$ cat src/rtl/lreport_arbiter.sv
// Two-port packet arbiter merging beacon reports and transit traffic.
// Optional idle-timeout abort enabled by defining LREPORT_ARB_TIMEOUT_EN.
module lreport_arbiter #(
  parameter logic [15:0] TIMEOUT_CYC = 16'd512
) (
  input  logic         clk,
  input  logic         rst_n,
  input  logic         in_rpt_req,
  input  logic [133:0] in_rpt_data,
  input  logic         in_rpt_data_wr,
  input  logic         in_rpt_valid,
  input  logic         in_rpt_valid_wr,
  input  logic         in_fwd_req,
  input  logic [133:0] in_fwd_data,
  input  logic         in_fwd_data_wr,
  input  logic         in_fwd_valid,
  input  logic         in_fwd_valid_wr,
  input  logic         in_out_alf,
  output logic         out_rpt_grant,
  output logic         out_fwd_grant,
  output logic [133:0] out_data,
  output logic         out_data_wr,
  output logic         out_valid,
  output logic         out_valid_wr,
  output logic         out_busy,
  output logic [7:0]   out_drop_cnt,
  output logic [7:0]   out_timeout_cnt
);

  typedef enum logic [2:0] {
    IDLE   = 3'd0,
    GRANT  = 3'd1,
    TRAN   = 3'd2,
    WAIT_V = 3'd3,
    ABRT   = 3'd4
  } state_e;

  state_e       state_q, state_d;
  logic         ptr_q, ptr_d;
  logic         own_q, own_d;
  logic         rgnt_q, rgnt_d;
  logic         fgnt_q, fgnt_d;
  logic [133:0] data_q, data_d;
  logic         dwr_q, dwr_d;
  logic         valid_q, valid_d;
  logic         vwr_q, vwr_d;
  logic         busy_q, busy_d;
  logic [7:0]   drop_q, drop_d;
  logic [7:0]   tmo_q, tmo_d;

`ifdef LREPORT_ARB_TIMEOUT_EN
  logic [15:0]  idle_q, idle_d;
`else
  logic         unused_tmo_cyc;
  assign unused_tmo_cyc = ^TIMEOUT_CYC;
`endif

  logic [133:0] g_data;
  logic         g_dwr;
  logic         g_valid;
  logic         g_vwr;
  logic         o_dwr;
  logic         o_vwr;
  logic         g_tail;
  logic [2:0]   n_drop;
  logic [8:0]   drop_sum;

  // own_q: 0 = report port, 1 = forward port
  always_comb begin
    if (own_q) begin
      g_data  = in_fwd_data;
      g_dwr   = in_fwd_data_wr;
      g_valid = in_fwd_valid;
      g_vwr   = in_fwd_valid_wr;
      o_dwr   = in_rpt_data_wr;
      o_vwr   = in_rpt_valid_wr;
    end else begin
      g_data  = in_rpt_data;
      g_dwr   = in_rpt_data_wr;
      g_valid = in_rpt_valid;
      g_vwr   = in_rpt_valid_wr;
      o_dwr   = in_fwd_data_wr;
      o_vwr   = in_fwd_valid_wr;
    end
    g_tail = (g_data[133:132] == 2'b10);
  end

  always_comb begin
    if (state_q == IDLE) begin
      n_drop = {2'b0, in_rpt_data_wr}
             + {2'b0, in_rpt_valid_wr}
             + {2'b0, in_fwd_data_wr}
             + {2'b0, in_fwd_valid_wr};
    end else begin
      n_drop = {2'b0, o_dwr} + {2'b0, o_vwr};
    end
    drop_sum = {1'b0, drop_q} + {6'b0, n_drop};
  end

  always_comb begin
    state_d = state_q;
    ptr_d   = ptr_q;
    own_d   = own_q;
    rgnt_d  = 1'b0;
    fgnt_d  = 1'b0;
    data_d  = '0;
    dwr_d   = 1'b0;
    valid_d = 1'b0;
    vwr_d   = 1'b0;
    tmo_d   = tmo_q;
    drop_d  = drop_sum[8] ? 8'hFF : drop_sum[7:0];
`ifdef LREPORT_ARB_TIMEOUT_EN
    idle_d  = idle_q;
`endif

    unique case (state_q)
      IDLE: begin
        if (!in_out_alf && (in_rpt_req || in_fwd_req)) begin
          own_d   = (in_rpt_req && in_fwd_req) ? ptr_q : in_fwd_req;
          rgnt_d  = ~own_d;
          fgnt_d  = own_d;
          state_d = GRANT;
        end
      end
      GRANT, TRAN: begin
        state_d = TRAN;
        if (g_dwr) begin
          data_d = g_data;
          dwr_d  = 1'b1;
          if (g_tail) begin
            if (g_vwr) begin
              valid_d = g_valid;
              vwr_d   = 1'b1;
              state_d = IDLE;
              ptr_d   = ~ptr_q;
            end else begin
              state_d = WAIT_V;
            end
          end
        end
      end
      WAIT_V: begin
        if (g_vwr) begin
          valid_d = g_valid;
          vwr_d   = 1'b1;
          state_d = IDLE;
          ptr_d   = ~ptr_q;
        end
      end
      ABRT: begin
        vwr_d   = 1'b1;
        state_d = IDLE;
        ptr_d   = ~ptr_q;
        tmo_d   = (tmo_q == 8'hFF) ? tmo_q : tmo_q + 8'd1;
      end
      default: state_d = IDLE;
    endcase

`ifdef LREPORT_ARB_TIMEOUT_EN
    // Idle counter runs only while a packet owns the bus
    if (state_q == GRANT || state_q == TRAN || state_q == WAIT_V) begin
      if (dwr_d || vwr_d) begin
        idle_d = '0;
      end else if (idle_q + 16'd1 >= TIMEOUT_CYC) begin
        idle_d = '0;
        if (state_q == WAIT_V) begin
          valid_d = 1'b0;
          vwr_d   = 1'b1;
          state_d = IDLE;
          ptr_d   = ~ptr_q;
          tmo_d   = (tmo_q == 8'hFF) ? tmo_q : tmo_q + 8'd1;
        end else begin
          data_d  = {2'b10, 132'b0};
          dwr_d   = 1'b1;
          state_d = ABRT;
        end
      end else begin
        idle_d = idle_q + 16'd1;
      end
    end else begin
      idle_d = '0;
    end
`endif

    busy_d = (state_d != IDLE);
  end

  always_ff @(posedge clk or negedge rst_n) begin
    if (!rst_n) begin
      state_q <= IDLE;
      ptr_q   <= 1'b0;
      own_q   <= 1'b0;
      rgnt_q  <= 1'b0;
      fgnt_q  <= 1'b0;
      data_q  <= '0;
      dwr_q   <= 1'b0;
      valid_q <= 1'b0;
      vwr_q   <= 1'b0;
      busy_q  <= 1'b0;
      drop_q  <= '0;
      tmo_q   <= '0;
`ifdef LREPORT_ARB_TIMEOUT_EN
      idle_q  <= '0;
`endif
    end else begin
      state_q <= state_d;
      ptr_q   <= ptr_d;
      own_q   <= own_d;
      rgnt_q  <= rgnt_d;
      fgnt_q  <= fgnt_d;
      data_q  <= data_d;
      dwr_q   <= dwr_d;
      valid_q <= valid_d;
      vwr_q   <= vwr_d;
      busy_q  <= busy_d;
      drop_q  <= drop_d;
      tmo_q   <= tmo_d;
`ifdef LREPORT_ARB_TIMEOUT_EN
      idle_q  <= idle_d;
`endif
    end
  end

  assign out_rpt_grant   = rgnt_q;
  assign out_fwd_grant   = fgnt_q;
  assign out_data        = data_q;
  assign out_data_wr     = dwr_q;
  assign out_valid       = valid_q;
  assign out_valid_wr    = vwr_q;
  assign out_busy        = busy_q;
  assign out_drop_cnt    = drop_q;
  assign out_timeout_cnt = tmo_q;

endmodule

$ cat config.mk
export PLATFORM = sky130hd
export DESIGN_NAME = lreport_arbiter
export DESIGN_NICKNAME = d
export VERILOG_FILES = /design/src/rtl/lreport_arbiter.sv
export SDC_FILE = /design/constraint.sdc
export NUM_CORES = 1
export LEC_CHECK = 0
export BUFFER_PORTS_ARGS = -buffer_cell sky130_fd_sc_hd__buf_2
export CAP_MARGIN = 20
export CORE_AREA = 2 2 167 169
export DETAILED_ROUTE_END_ITERATION = 10
export DIE_AREA = 0 0 169 171
export SLEW_MARGIN = 20
export SYNTH_ARGS = -nofsm -noshare
export SYNTH_HDL_FRONTEND = slang
export SYNTH_SLANG_ARGS = --single-unit
$ cat constraint.sdc
create_clock -name clk -period 3.23 [get_ports clk]
set_input_delay 0.4845 -clock clk [delete_from_list [all_inputs] [get_ports clk]]
set_output_delay 0.4845 -clock clk [all_outputs]
set_load 0.03 [all_outputs]
==> impl_metrics.env, run 1 <==
export IMPL_status="finished, final reports clean"
export IMPL_fin_cells=1350
export IMPL_drc=0
export IMPL_rr_endpoint="out_drop_cnt[7]"
export IMPL_worst_setup_path_type="reg2reg"
export IMPL_maxCapViolations=0
export IMPL_clock_path_buffers=2
export IMPL_grt_antenna_before_repair=0
export IMPL_numCtsBuffers=17
export IMPL_finalSetupTns_ps=0
export IMPL_avgRoutedWirePerCell_um=15.0
export IMPL_grt_pass1_vias=5489
export IMPL_ys_warn_count=0
export IMPL_place_hpwl_mm=15.7
export IMPL_rsz0062_at_grt="false"
export IMPL_post_route_min_period_ps=2730
export IMPL_clk_insertion_delay_late_ps=420
export IMPL_port_buffers=434
export IMPL_nFillCells=2782
export IMPL_tightestPinTransition_ps=925
export IMPL_fin_crit_sh_pct=84.4
export IMPL_intPower_w=0.00396
export IMPL_pwr_density_cell_nw_per_um2=613
export IMPL_htreeDepth=4
export IMPL_grt_usage_pct=13.3
export IMPL_cp_slowest_stage_delay_ps=530
export IMPL_p_switching_w=0.00209
export IMPL_crit_path_max_fanout=10
export IMPL_synth_top_cell_area_share_pct=59.6
export IMPL_core_rowCount=61
export IMPL_via_per_inst=4.15
export IMPL_dieWidth_um=169
export IMPL_slew_headroom_pct=38.3
export IMPL_crit_chain="mux2_2, ha_1, mux2_2, ha_1, inv_1, fa_1, nor2b_1, or2_2, o32a_1"
export IMPL_power_frac_seq_pct=38.9
export IMPL_pwr_share_clk_pct=31.3
export IMPL_holdBufCountCts=0
export IMPL_cp_slowest_cell="dfrtp_4"
export IMPL_yosysSeqAreaShare_pct=59.6
export IMPL_rr_startpoint="own_q"
export IMPL_die_h_um=171
export IMPL_ant_nets=0
export IMPL_cts_root_buf="clkbuf_16"
export IMPL_routed_wl_mm=20.3
export IMPL_skew_ps=13.2
export IMPL_synth_area_leaders="dfrtp_1 60%, mux2i_1 20%, nor2_1 7.7%, ha_1 1.3%, xor2_1 1.0%"
export IMPL_cts_tree="done"
export IMPL_overflow=0
export IMPL_fmax_ghz=0.367
export IMPL_layout_commonest_cell="buf_2"
export IMPL_final_nets=1279
export IMPL_vias=5607
export IMPL_multi_input_area_um2=2530
export IMPL_cts_sinks=161
export IMPL_drive_gt1_share_pct=47.9
export IMPL_ff2ff_path_depth=9
export IMPL_io_pins=435
export IMPL_timing_hold_ws_ps=40.6
export IMPL_setup_viol=0
export IMPL_syn_nets=850
export IMPL_grt_pass1_wl_mm=29.4
export IMPL_vdd_drop_max_mv=0.279
export IMPL_avgSynthCellArea_um2=12.0
export IMPL_sw_frac_of_total_pct=34.5
export IMPL_antenna_cells=0
export IMPL_drt_iter0_drc=227
export IMPL_p_leak_nw=5.52
export IMPL_synth_seq_cells=161
export IMPL_dieArea_um2=28900
export IMPL_critPathArrivalTime_ps=3020
export IMPL_crit_start="own_q"
export IMPL_syn_area_um2=6760
export IMPL_comb_power_share_pct=29.8
export IMPL_yosysTopAreaCell="dfrtp_1"
export IMPL_p_total_w=0.00604
export IMPL_seq_area_um2=4030
export IMPL_startpoint_type="flip-flop"
export IMPL_cts_clk_slew_worst_paths_ps=70
export IMPL_post_cts_buffers=0
export IMPL_synth_distinct_cells=39
export IMPL_place_inst=1318
export IMPL_timing_final_max_slew_violations=0
export IMPL_final_hold_viol_count=0
export IMPL_required_ps=3530
export IMPL_dr_pass1_iters=5
export IMPL_place_congestion=0.795
export IMPL_core_um2=27300
export IMPL_endpoint_kind="flip-flop"
export IMPL_cts_resized=0
export IMPL_syn_inst=562
export IMPL_final_cell_mix="433 x buf_2, 160 x dfrtp_1, 139 x nor2_1"
export IMPL_start_util_pct=24.8
export IMPL_grt_max_degree=81
export IMPL_synthToLayoutAreaGrowth_pct=45.9
export IMPL_hp_class="in2async"
export IMPL_r2r_setup_slack_ps=500
-- critical path, delay by kind of cell (launching register included) --
kind            cells  cell delay [ps]
compound gates      1              360
fa+ha+maj           3              660
buf+inv             1               70
flops               1              530
mux                 2              630
simple gates        2              380
-- registers in the layout (all words and copies together), names as in the netlist --
register         count
out_valid            1
out_valid_wr         1
ptr_q                1
own_q                1
out_data           134
out_drop_cnt         8
out_timeout_cnt      8
out_fwd_grant        1
out_data_wr          1
out_busy             1
out_rpt_grant        1
state_q              3
-- cell type report --
type	instances	share of cell area [%]
multi-input cells	361	25.7
inverters	8	0.304
flip-flops and latches	161	40.9
clock inverters	12	1.01
repair buffers	442	23.2
clock buffers	20	4.53
well taps	346	4.39
-- how the worst max path moves through the flow --
stage | slack [ps] | depth (start not counted) | endpoint
5_1_grt | 360 | 9 | out_drop_cnt[5]
3_3_place_gp | 270 | 11 | out_drop_cnt[3]
3_5_place_dp | 250 | 11 | out_drop_cnt[2]
4_1_cts | 500 | 9 | out_drop_cnt[7]
6_report | 500 | 9 | out_drop_cnt[7]
2_1_floorplan | 420 | 9 | out_drop_cnt[7]
-- routing by layer --
layer,vias up,track usage [%],part of all wire (%)
li1,2731,-,-
met1,2597,16.1,42
met2,256,22.4,49
met3,23,4.21,7.3
met4,0,5.09,2.0
met5,-,0,0
-- through the flow --
step / worst slack (ps) / cell area [um^2] / util [%]
global placement: 273 / 9320 / 34.1
floorplan: 423 / 6760 / -
finish: 503 / 9860 / 36.1
detailed placement: 254 / 9320 / 34.1
CTS: 502 / 9860 / 36.1
global route: 357 / 9860 / 36.1
-- kinds of logic (layout without fill, tap and decap cells) --
group,count (synthesis),in the layout,share of synthesized area (%)
and+or+nand+nor,180,180,11.2
DFF,161,161,59.6
muxes,142,142,21.1
buffers and inverters,40,482,3.03
AOI/OAI and AO/OA,18,18,1.76
xor gates and xnor gates,11,11,1.42
adders and majority gates,9,9,1.89
other,1,1,0.0555
-- power by group through the flow --
| stage | logic [W] | registers (W) | clock network, W |
|---|---|---|---|
| 2_1_floorplan | 0.000911 | 0.00268 | 0 |
| 3_3_place_gp | 0.00181 | 0.00238 | 0 |
| 3_5_place_dp | 0.00182 | 0.00239 | 0 |
| 4_1_cts | 0.00182 | 0.00235 | 0.00196 |
| 5_1_grt | 0.00195 | 0.00237 | 0.00206 |
| 6_report | 0.00180 | 0.00235 | 0.00189 |
-- synthesized netlist by cell type, drive strengths merged --
| cell | number |
|---|---|
| a21o | 2 |
| a21oi | 4 |
| a221oi | 1 |
| a31oi | 2 |
| and2 | 1 |
| and3 | 1 |
| and3b | 1 |
| buf | 16 |
| clkbuf | 16 |
| conb | 1 |
| dfrtp | 161 |
| fa | 2 |
| ha | 7 |
| inv | 8 |
| mux2 | 5 |
| mux2i | 137 |
| nand2 | 9 |
| nand2b | 5 |
| nand3 | 6 |
| nand4 | 1 |
| nand4b | 1 |
| nand4bb | 1 |
| nor2 | 139 |
| nor2b | 4 |
| nor3 | 5 |
| nor3b | 2 |
| nor4 | 1 |
| o211ai | 2 |
| o21ai | 5 |
| o31ai | 1 |
| o32a | 1 |
| or2 | 1 |
| or3 | 2 |
| xnor2 | 3 |
| xor2 | 8 |
(Power assumes the default switching activity.)
==> inputs of run 2 (changes only) <==
Clock period 3.23 ns to 2.8 ns, I/O delays scaled along.
==> run 2 against run 1 <==
Net effect: die area stayed put; critical endpoint unchanged; flip-flop and latch count stayed put; setup slack worse by 310 ps; highest routed layer unchanged; sequential share of layout area is 0.42 points lower.
==> impl_metrics.env, run 2 (synthesis gave the netlist of run 1 again) <==
export IMPL_cts_root_buf="clkbuf_16"
export IMPL_drc=0
export IMPL_timing_final_max_slew_violations=0
export IMPL_maxCapViolations=0
export IMPL_place_congestion=0.786
export IMPL_port_buffers=434
export IMPL_p_total_w=0.00718
export IMPL_post_cts_buffers=0
export IMPL_grt_max_degree=79
export IMPL_status="finished, final reports clean"
export IMPL_start_util_pct=24.8
export IMPL_crit_chain="mux2_2, ha_1, mux2_2, ha_1, inv_1, fa_1, nor2b_1, or2_2, o32a_1"
export IMPL_setup_viol=0
export IMPL_pwr_share_clk_pct=32.6
export IMPL_cts_tree="done"
export IMPL_final_hold_viol_count=0
export IMPL_holdBufCountCts=0
export IMPL_utilization_pct=36.5
export IMPL_pwr_density_cell_nw_per_um2=721
export IMPL_grt_antenna_before_repair=0
export IMPL_slew_headroom_pct=37.4
export IMPL_core_rowCount=61
export IMPL_critPathArrivalTime_ps=2900
export IMPL_largest_register_ffs=134
export IMPL_numCtsBuffers=17
export IMPL_dieWidth_um=169
export IMPL_drive_gt1_share_pct=48.2
export IMPL_cp_slowest_cell="dfrtp_4"
export IMPL_clock_path_buffers=2
export IMPL_routed_wl_mm=20.3
export IMPL_drt_iter0_drc=214
export IMPL_grt_usage_pct=13.4
export IMPL_final_cell_mix="433 x buf_2, 160 x dfrtp_1, 139 x nor2_1"
export IMPL_clk_insertion_delay_late_ps=420
export IMPL_die_h_um=171
export IMPL_via_per_inst=4.18
export IMPL_vdd_drop_max_mv=0.415
export IMPL_antenna_cells=0
export IMPL_rsz0062_at_grt="false"
export IMPL_post_dp_cell_area_um2=9380
export IMPL_intPower_w=0.00476
export IMPL_nFillCells=2798
export IMPL_synthToLayoutAreaGrowth_pct=47.4
export IMPL_dieArea_um2=28900
export IMPL_tightestPinTransition_ps=939
export IMPL_vias=5672
export IMPL_sw_frac_of_total_pct=33.6
export IMPL_io_pins=435
export IMPL_required_ps=3100
export IMPL_skew_ps=17.7
export IMPL_endpoint_kind="flip-flop"
export IMPL_ant_nets=0
export IMPL_finalSetupTns_ps=0
export IMPL_p_leak_nw=5.59
export IMPL_comb_power_share_pct=29.8
export IMPL_worst_setup_path_type="reg2reg"
export IMPL_htreeDepth=4
export IMPL_final_nets=1287
export IMPL_cts_sinks=161
export IMPL_post_route_min_period_ps=2600
export IMPL_place_hpwl_mm=15.8
export IMPL_fmax_ghz=0.384
export IMPL_avgRoutedWirePerCell_um=15.0
export IMPL_stdcell_area_um2=9970
export IMPL_core_um2=27300
export IMPL_fin_crit_sh_pct=93.0
export IMPL_cts_clk_slew_worst_paths_ps=70
export IMPL_dr_pass1_iters=4
export IMPL_overflow=0
export IMPL_grt_pass1_wl_mm=29.5
export IMPL_cts_resized=0
export IMPL_crit_path_max_fanout=4
export IMPL_p_switching_w=0.00242
export IMPL_startpoint_type="flip-flop"
export IMPL_power_frac_seq_pct=37.6
export IMPL_hp_class="in2async"
export IMPL_cp_slowest_stage_delay_ps=500
export IMPL_grt_pass1_vias=5461
export IMPL_layout_commonest_cell="buf_2"
run 2: cell count changes in the layout (fill, tap and decap cells not counted):
cell | previous run | this run
clkinv_4 | 3 | 2
inv_8 | 0 | 3
inv_6 | 5 | 2
bufinv_16 | 0 | 2
clkbuf_8 | 1 | 0
buf_4 | 4 | 12
clkbuf_1 | 2 | 3
clkinvlp_4 | 4 | 3
run 2: path summary, 6_finish.rpt:
path	from	endpoint	slack (ps)	depth (start not counted)
min in group clk	in_rpt_data[7]	out_data[7]	230	3
setup reg to reg	own_q	out_drop_cnt[7]	200	9
hold / removal	rst_n	out_data[104]	20	1
max in group asynchronous	rst_n	out_data[11]	2020	2
hold reg to reg	ptr_q	ptr_q	490	1
setup / recovery	own_q	out_drop_cnt[7]	200	9
run 2: critical path: cells and delay by family (launching register included):
kind	cells	cell delay (ps)
AO/OA/AOI/OAI	1	360
adder cells (fa/ha/maj)	3	660
buffers and inverters	1	70
flip-flops	1	500
multiplexers	2	540
AND/OR/NAND/NOR	2	360
run 2: per-layer routing:
metal	wire [um]	global-route usage, %
met1	8300	15.9
met2	10100	22.9
met3	1640	4.14
met4	324	4.72
met5	0	0
run 2: power by group through the flow:
stage,Combinational [W],Clock (W),Sequential [W]
floorplan,0.00105,0,0.00309
global placement,0.00215,0,0.00273
detailed placement,0.00217,0,0.00274
CTS,0.00217,0.00243,0.00270
global route,0.00232,0.00253,0.00273
finish,0.00214,0.00234,0.00270
run 2: final cells by class:
class                           instances  area [um^2]  area share (%)
Multi-Input combinational cell        361         2530            25.4
Timing Repair Buffer                  450         2350            23.6
Inverter                                8         30.0           0.301
Tap cell                              346          433            4.34
Clock buffer                           20          437            4.38
Sequential cell                       161         4030            40.5
Clock inverter                         12          151            1.52
run 2: through the flow:
stage | hold WS, ps | cells | setup slack [ps]
CTS | 36.9 | 1358 | 199
detailed placement | 491 | 1326 | -112
floorplan | 124 | 562 | 18.0
global placement | 460 | 1326 | -91.9
global route | 61.2 | 1358 | 76.3
finish | 18.3 | 1358 | 196
==> inputs of run 3 (changes only) <==
Settings changed: CTS_BUF_LIST set to sky130_fd_sc_hd__clkbuf_16.
==> run 3 against run 2 <==
Net effect: global-route usage stayed put; largest cell class unchanged; register-to-register slack hardly changed; routed wire length hardly changed; via count hardly changed; design area stayed put; utilization stayed put; highest routed layer unchanged.
==> impl_metrics.env, run 3 (synthesis gave the netlist of run 1 again) <==
export IMPL_antenna_cells=0
export IMPL_final_nets=1287
export IMPL_startpoint_type="flip-flop"
export IMPL_routed_wl_mm=20.4
export IMPL_drt_iter0_drc=214
export IMPL_status="finished, final reports clean"
export IMPL_met3_length_mm=1.64
export IMPL_grt_antenna_before_repair=0
export IMPL_synthToLayoutAreaGrowth_pct=47.4
export IMPL_slew_headroom_pct=37.4
export IMPL_place_inst=1326
export IMPL_largest_register_ffs=134
export IMPL_pwr_density_cell_nw_per_um2=719
export IMPL_p_leak_nw=5.60
export IMPL_clk_insertion_delay_late_ps=420
export IMPL_holdBufCountCts=0
export IMPL_place_congestion=0.786
export IMPL_endpoint_kind="flip-flop"
export IMPL_crit_start="own_q"
export IMPL_tightestPinTransition_ps=939
export IMPL_grt_pass1_vias=5461
export IMPL_grt_usage_pct=13.4
export IMPL_start_util_pct=24.8
export IMPL_port_buffers=434
export IMPL_dieArea_um2=28900
export IMPL_top_layer_used="met4"
export IMPL_place_hpwl_mm=15.8
export IMPL_wl_met2_mm=10.1
export IMPL_setup_viol=0
export IMPL_cts_clk_slew_worst_paths_ps=70
export IMPL_dp_worst_setup_slack_ps=-112
export IMPL_core_um2=27300
export IMPL_vdd_drop_max_mv=0.415
export IMPL_post_route_min_period_ps=2600
export IMPL_core_rowCount=61
export IMPL_clock_path_buffers=2
export IMPL_worst_setup_path_type="reg2reg"
export IMPL_post_cts_buffers=0
export IMPL_cts_root_buf="clkbuf_16"
export IMPL_dieWidth_um=169
export IMPL_grt_pass1_wl_mm=29.5
export IMPL_m1WireLength_mm=8.31
export IMPL_skew_ps=17.9
export IMPL_fin_cells=1358
export IMPL_final_hold_viol_count=0
export IMPL_via_per_inst=4.17
export IMPL_timing_final_max_slew_violations=0
export IMPL_layout_commonest_cell="buf_2"
export IMPL_crit_path_max_fanout=4
export IMPL_critPathArrivalTime_ps=2900
export IMPL_hp_class="in2async"
export IMPL_cts_sinks=161
export IMPL_ant_nets=0
export IMPL_fmax_ghz=0.384
export IMPL_overflow=0
export IMPL_drc=0
export IMPL_cts_tree="done"
export IMPL_required_ps=3100
export IMPL_seq_area_um2=4030
export IMPL_rsz0062_at_grt="false"
export IMPL_vias=5669
export IMPL_grt_max_degree=79
export IMPL_fin_crit_sh_pct=93.0
export IMPL_avgRoutedWirePerCell_um=15.0
export IMPL_cts_resized=0
export IMPL_timing_final_ws_setup_ps=196
export IMPL_drive_gt1_share_pct=48.2
export IMPL_io_pins=435
export IMPL_final_cell_mix="433 x buf_2, 160 x dfrtp_1, 139 x nor2_1"
export IMPL_htreeDepth=4
export IMPL_nFillCells=2798
export IMPL_die_h_um=171
export IMPL_rr_startpoint="own_q"
export IMPL_numCtsBuffers=17
export IMPL_dr_pass1_iters=4
export IMPL_multi_input_area_um2=2530
export IMPL_maxCapViolations=0
run 3: worst paths after layout:
kind / slack, ps / to / cells past startpoint
max: 200 / out_drop_cnt[7] / 9
min: 20 / out_data[104] / 1
max reg2reg: 200 / out_drop_cnt[7] / 9
min reg2reg: 490 / ptr_q / 1
max in group asynchronous: 2020 / out_data[11] / 2
min in group clk: 230 / out_data[7] / 3
run 3: cell type report:
| class | instances | share of cell area, % |
|---|---|---|
| Sequential cell | 161 | 40.5 |
| Multi-Input combinational cell | 361 | 25.4 |
| Clock buffer | 17 | 4.27 |
| Clock inverter | 15 | 1.63 |
| Tap cell | 346 | 4.34 |
| Timing Repair Buffer | 450 | 23.6 |
| Inverter | 8 | 0.301 |
run 3: worst max-delay path, stage by stage (launching register included):
cell	delay (ps)
dfrtp_4	500
mux2_2	280
ha_1	290
mux2_2	260
ha_1	190
inv_1	70
fa_1	180
nor2b_1	60
or2_2	300
o32a_1	360
run 3: metal layers:
layer  vias to the layer above  GRT usage [%]
met3                        22           4.14
met4                         0           4.72
li1                       2742              -
met5                         -              0
met2                       253           22.9
met1                      2652           15.9
run 3: power breakdown:
part	total (W)	switching (W)	internal, W
clock	0.00233	0.00100	0.00133
combinational	0.00214	0.00125	0.000888
sequential	0.00270	0.000164	0.00254
total	0.00717	0.00242	0.00475
run 3: per-stage QoR:
stage	power (W)	cell area (um^2)	hold WS [ps]	utilization, %	TNS [ps]
after CTS	0.00729	9970	36.9	36.5	0
after detailed placement	0.00491	9380	491	34.3	-311
final	0.00717	9970	18.4	36.5	0
after floorplan	0.00415	6760	124	-	0
after global placement	0.00488	9380	460	34.3	-241
after global routing	0.00756	9970	61.2	36.5	0
